==> config.mk <==
export PLATFORM = sky130hd
export DESIGN_NAME = instr_fetch_unit
export DESIGN_NICKNAME = d
export VERILOG_FILES = /design/src/rtl/instr_fetch_unit.sv
export SDC_FILE = /design/constraint.sdc
export NUM_CORES = 1
export LEC_CHECK = 0
export BUFFER_PORTS_ARGS = -buffer_cell sky130_fd_sc_hd__buf_2
export CELL_PAD_IN_SITES_DETAIL_PLACEMENT = 2
export CELL_PAD_IN_SITES_GLOBAL_PLACEMENT = 2
export CORE_AREA = 2 2 191 193
export DETAILED_ROUTE_END_ITERATION = 8
export DIE_AREA = 0 0 193 195
export PLACE_DENSITY_LB_ADDON = 0.1
export SYNTH_ARGS = -nofsm -noshare
export SYNTH_HDL_FRONTEND = slang
export SYNTH_SLANG_ARGS = --single-unit
==> constraint.sdc <==
create_clock -name clk -period 2.5 [get_ports clk]
set_input_delay 0.125 -clock clk [delete_from_list [all_inputs] [get_ports clk]]
set_output_delay 0.125 -clock clk [all_outputs]
set_load 0.005 [all_outputs]
==> src/rtl/instr_fetch_unit.sv <==
`default_nettype none
// ============================================================================
// instr_fetch_unit : LEGv8 fetch stage, one outstanding imem request,
//                    one-entry decode buffer, branch redirect from execute.
// Revision: 1.0
// ============================================================================
module instr_fetch_unit #(
    parameter int                ADDR_W   = 64,
    parameter logic [ADDR_W-1:0] RESET_PC = '0
) (
    input  logic              clk,
    input  logic              rst_n,
    output logic              ImemReq,
    output logic [ADDR_W-1:0] ImemAddr,
    input  logic              ImemGnt,
    input  logic              ImemRvalid,
    input  logic [31:0]       ImemRdata,
    output logic              InstrValid,
    input  logic              InstrReady,
    output logic [31:0]       Instruction,
    output logic [ADDR_W-1:0] InstrPC,
    output logic [10:0]       Opcode,
    input  logic              BranchTaken,
    input  logic [ADDR_W-1:0] BranchTarget
);

    typedef enum logic [1:0] {
        FETCH = 2'd0,
        WAIT  = 2'd1,
        DRAIN = 2'd2
    } state_t;

    state_t            r_state;
    logic [ADDR_W-1:0] r_pc;
    logic [ADDR_W-1:0] r_req_pc;
    logic              r_valid;
    logic [31:0]       r_instr;
    logic [ADDR_W-1:0] r_instr_pc;

    logic              w_slot_free;
    logic              w_handshake;
    logic              w_transfer;
    logic [ADDR_W-1:0] w_branch_pc;

    assign w_slot_free = !r_valid || InstrReady;
    assign w_transfer  = r_valid && InstrReady;
    assign w_branch_pc = {BranchTarget[ADDR_W-1:2], 2'b00};

    // Gated by rst_n so the request line is low while reset is held.
    assign ImemReq     = rst_n && (r_state == FETCH) && w_slot_free && !BranchTaken;
    assign w_handshake = ImemReq && ImemGnt;

    assign ImemAddr    = r_pc;
    assign InstrValid  = r_valid;
    assign Instruction = r_instr;
    assign InstrPC     = r_instr_pc;
    assign Opcode      = r_valid ? r_instr[31:21] : 11'b0;

    always_ff @(posedge clk or negedge rst_n) begin
        if (!rst_n) begin
            r_state    <= FETCH;
            r_pc       <= RESET_PC;
            r_req_pc   <= '0;
            r_valid    <= 1'b0;
            r_instr    <= '0;
            r_instr_pc <= '0;
        end else if (BranchTaken) begin
            r_pc    <= w_branch_pc;
            r_valid <= 1'b0;
            // A response landing in the redirect cycle closes the outstanding
            // request, so there is nothing left to drain.
            case (r_state)
                WAIT, DRAIN: r_state <= ImemRvalid ? FETCH : DRAIN;
                default:     r_state <= FETCH;
            endcase
        end else begin
            if (w_transfer) begin
                r_valid <= 1'b0;
            end
            case (r_state)
                FETCH: begin
                    if (w_handshake) begin
                        r_req_pc <= r_pc;
                        r_pc     <= r_pc + ADDR_W'(4);
                        r_state  <= WAIT;
                    end
                end
                WAIT: begin
                    if (ImemRvalid) begin
                        r_instr    <= ImemRdata;
                        r_instr_pc <= r_req_pc;
                        r_valid    <= 1'b1;
                        r_state    <= FETCH;
                    end
                end
                DRAIN: begin
                    if (ImemRvalid) begin
                        r_state <= FETCH;
                    end
                end
                default: r_state <= FETCH;
            endcase
        end
    end

endmodule
`default_nettype wire

==> Yosys cells after proc, flatten, opt, wreduce, memory -nomap -nowiden <==
Index checks and enable logic that the tools add are counted.
{ "op_classes": {"n_addsub": 1, "n_eq_ne": 4, "mux": 14, "bitwise": 1, "n_reduce_logical": 16} }
{ "ops": {"columns": ["operator", "n"], "rows": [
  ["64-bit 2-to-1 mux", 3],
  ["64-bit by 3-bit adder with 64-bit output (second input constant)", 1],
  ["11-bit 2-to-1 mux", 1],
  ["2-bit 2-to-1 mux", 5],
  ["3-bit AND reduction", 2],
  ["1-bit logical AND", 5],
  ["1-bit 2-to-1 mux", 4],
  ["2-bit case mux with 2 select lines", 1],
  ["2-bit AND reduction", 2],
  ["2-bit nonzero test", 2],
  ["3-bit by 1-bit inequality test with 1-bit output (second input constant)", 1],
  ["3-bit inequality test (second input constant)", 1],
  ["2-bit by 1-bit == test with 1-bit output (second input constant)", 1],
  ["2-bit == test (second input constant)", 1],
  ["1-bit logical NOT", 2],
  ["2-bit logical NOT", 1],
  ["2-bit OR reduction", 1],
  ["1-bit logical OR", 1],
  ["1-bit NOT", 1]
]} }
{ "totals": {"regBits": 227} }

==> Longest topological paths before layout <==
{ "depth": {"word_depth": 8, "ltp_mapped": 9, "ltp_nobuf": 7} }

==> Worst setup path after synthesis <==
Ideal clock, no wire load.
{ "synth_path": {"kind": "register -> register", "start": "reg r_pc[4] (netlist: ImemAddr[4])", "end": "reg r_pc[55] (netlist: ImemAddr[55])", "setup_time_ns": 0.082, "arrival_time_ns": 2.304, "t_required_ns": 2.418, "setup_slack_ns": 0.114, "path_stages_with_launch": 8, "synth_period_minus_slack_ns": 2.386, "path_cell_list": "dfrtp_1 clkbuf_1 nand4_1 or4_1 buf_2 or3_4 or4_1 a31oi_1"} }
{ "synth_between": {"elab_chain_cells": 4} }
{ "synth_lines": {"columns": ["element", "line", "text"], "rows": [
  ["from (decl)", "34", "logic [ADDR_W-1:0] r_pc;"],
  ["from (signal assigned)", "68", "r_pc <= w_branch_pc;"],
  ["from (signal assigned)", "84", "r_pc <= r_pc + ADDR_W'(4);"],
  ["64-bit by 3-bit adder with 64-bit output", "84", null],
  ["64-bit 2-to-1 mux", "82", "if (w_handshake) begin"],
  ["64-bit 2-to-1 mux", "80", "case (r_state)"],
  ["64-bit 2-to-1 mux", "67", "end else if (BranchTaken) begin"]
]} }
No other way between the ends. The select of a mux whose other input is x is not followed.
A chain may end at the register's enable or synchronous reset.

==> Worst setup path in the final report <==
{ "layout_path": {"start": "reg r_state[0]", "end": "reg r_pc[55] (netlist: ImemAddr[55])"} }
{ "layout_between": {"elab_chain_cells": 7, "word_cells_on_any_way": 8, "classes_between": "8 x reduce/logical"} }
{ "layout_lines": {"columns": ["element", "line", "text"], "rows": [
  ["from (decl)", "33", "state_t r_state;"],
  ["from (signal assigned)", "73", "WAIT, DRAIN: r_state <= ImemRvalid ? FETCH : DRAIN;"],
  ["2-bit logical NOT (*)", "50, 80", null],
  ["1-bit logical AND (3 in series)", "50", "assign ImemReq = rst_n && (r_state == FETCH) && w_slot_free && !BranchTaken;"],
  ["1-bit logical AND", "51", "assign w_handshake = ImemReq && ImemGnt;"],
  ["2-bit nonzero test (no line)", null, null],
  ["2-bit AND reduction (no line) (*)", null, null]
]} }
Every way passes the cells marked *; elsewhere a longest branch is shown, timed or not.

==> impl_metrics.yaml <==
critical_path:
  rrSetupSlack_ns: 0.12
  critical_path_required_ns: 2.97
  critPathCaptureType: "register"
  crit_type: "register to register"
  r2r_end: "ImemAddr[55]"
  arrival_ns: 2.85
  cp_max_fo: 7
  start_kind: "register"
  timing.rr.start: "r_state[0]"
  worstRegToRegCells: 7
hold_path:
  holdPathEnd: "ImemAddr[61]"
  hp-start: "BranchTarget[61]"
  hold_depth: 5
  min_path_type: "input pin to register"
synth:
  syn_inst: 1001
  synthesis.area_mm2: 0.01015
  synthFlopType: "dfrtp_1"
  ys_ff_latch: 221
  synth_warnings: 0
  async_flop_share: 1.000
  synthDistinctLibCells: 52
  ys_seq_area_frac: 0.5451
  syn_area_per_cell_um2: 10.14
  synth_edf_count: 0
finish:
  finish.utilization: 0.4095
  fin_nets: 1529
  final_cell_mix: "267 x buf_2, 233 x nand2_1, 221 x dfrtp_1"
  fill_cells: 3835
  layout-drive-gt1-share: 0.3529
  areaGrowthSynthToFinish_pct: 42.88
  final_common_cell: "buf_2"
clock_network:
  cts.root.buffer_cell: "clkbuf_16"
  cts_num_sinks: 221
  cts_tree: "yes"
  clock_latency_ns: 0.56
  cts_max_level: 1
  cts_buffers: 28
  clk_pin_slew_worst_paths_ns: 0.06
  cts.path.max_buffers: 3
route:
  routed_wl_mm: 41.66
  postRouteAntennaNets: 0
  drc: 0
  drt_iter0_drc: 355
  wl_per_cell_um: 21.83
  drtPass1Iterations: 4
  via_count: 9564
  vias_per_cell: 5.010
flow_run:
  cap_violations: 0
power:
  irDropWorstVdd_mv: 0.4619
  power_density_mw_per_mm2: 789.2
  power_uw: 11440
  p_leak_uw: 0.007177
global_route:
  track_usage: 0.2183
  grt_pass1_vias: 10595
  grt_start_max_net_pins: 72
  grt_pass1_wl_mm: 63.85
  antenna_found_initial: 3
  overflow: 0
timing:
  setup_ws_ns: 0.1198
  skew_ns: 0.01790
  whs_ns: 0.01655
  setup_viol: 0
  hold_viol_final: 0
  timing.fmax_mhz: 420.1
  finalCritPeriodShare: 0.9521
  worst_slew_pin_slew_ns: 0.9466
  finalSetupTns_ns: 0
  fin_crit_ns: 2.380
  final_max_slew_viol_count: 0
  slew_headroom: 0.3668
  rsz0062_at_grt: "yes"
die:
  die_h_um: 195
  row_count: 69
  core_mm2: 0.03540
  initial_core_util: 0.2866
  io-pin-count: 275
  die-width_um: 193
  die_area_mm2: 0.03764
place:
  gp_congestion: 0.7991
  hpwl_mm: 28.54
  place_ws_ns: 0.08393
  portBuffers: 268
run_status:
  status: "finished, final reports clean"
==> cells in the mapped netlist (5+ instances only) <==
library cell,number,area share
o211ai_1,15,0.011
and4_1,7,0.0060
mux2_2,95,0.11
nand3_1,49,0.024
o311ai_0,10,0.0086
and2_1,15,0.0092
nor3_1,18,0.0089
clkbuf_1,40,0.015
a21o_1,5,0.0037
dfrtp_1,221,0.55
nand4_1,41,0.025
and3_1,9,0.0055
nor4_1,14,0.0086
or3_1,9,0.0055
a221o_1,7,0.0069
a21oi_1,13,0.0064
buf_1,12,0.0044
nand2_1,234,0.087
mux2i_1,8,0.0079
inv_1,15,0.0055
o21ai_0,37,0.018
a31oi_1,13,0.0080
or4_1,13,0.0096
nor2_1,43,0.016
==> registers in the layout (all words and copies together) (netlist names) <==
name and cells:
r_state 2, InstrPC 62, ImemAddr 62, InstrValid 1, Instruction 32, r_req_pc 62
==> through the flow <==
stage / instance area [µm²] / instances
2_1_floorplan: 10160 / 1004
6_report: 14500 / 1909
4_1_cts: 14430 / 1902
3_5_place_dp: 12530 / 1755
3_3_place_gp: 12530 / 1755
5_1_grt: 14490 / 1907
==> routing by layer <==
metal / wire, µm / global-route usage / part of all wire
met5: 0 / 0 / 0
met4: 478 / 0.04517 / 0.011
met3: 2457 / 0.04385 / 0.059
met2: 19670 / 0.3558 / 0.47
met1: 19060 / 0.3002 / 0.46
==> power breakdown <==
group / internal [µW] / switching [µW]
Combinational: 1180 / 1150
Sequential: 4430 / 548
Clock: 2500 / 1630
Total: 8110 / 3330
==> logic make-up after synthesis <==
logic type | Yosys count | share of synthesized area
flops | 221 | 0.5451
buf+inv | 73 | 0.02873
other cells | 1 | 0.0003696
mux | 103 | 0.1133
compound gates | 125 | 0.08361
simple gates | 470 | 0.2209
fa+ha+maj | 3 | 0.003700
xor+xnor | 5 | 0.004317
==> final cells by class <==
class	count	area, µm²	share of cell area
multi-input combinational	710	4383	0.3023
sequential	221	5530	0.3815
antenna	3	7.507	0.0005179
clock buffer	43	838.3	0.05783
inverter	15	56.30	0.003884
tap	461	576.8	0.03979
timing repair buffer	448	3005	0.2073
clock inverter	8	98.84	0.006819
==> critical path, stage by stage, from the launching register on <==
cell and delay [ns]:
dfrtp_1 0.40, inv_1 0.09, ha_1 0.25, and4b_2 0.33, nand2_4 0.11, or3_4 0.44
or4_1 0.49, a31oi_1 0.17
==> worst max-delay path by stage <==
stage	from	to	slack (ns)	cells after the start
after floorplan	ImemAddr[4]	ImemAddr[55]	0.11	7
after global placement	r_state[1]	ImemAddr[60]	0.17	8
after detailed placement	r_state[0]	ImemAddr[34]	0.08	8
after CTS	r_state[0]	ImemAddr[60]	0.04	8
after global routing	r_state[0]	ImemAddr[60]	-0.08	8
final	r_state[0]	ImemAddr[55]	0.12	7
==> repair_timing <==
action	CTS	global route
endpoints found under the setup margin	0	13
buffers inserted	0	2
hold buffers	96	0
resized for setup	0	8
hold endpoints to repair	271	0
(Power assumes the default switching activity.)
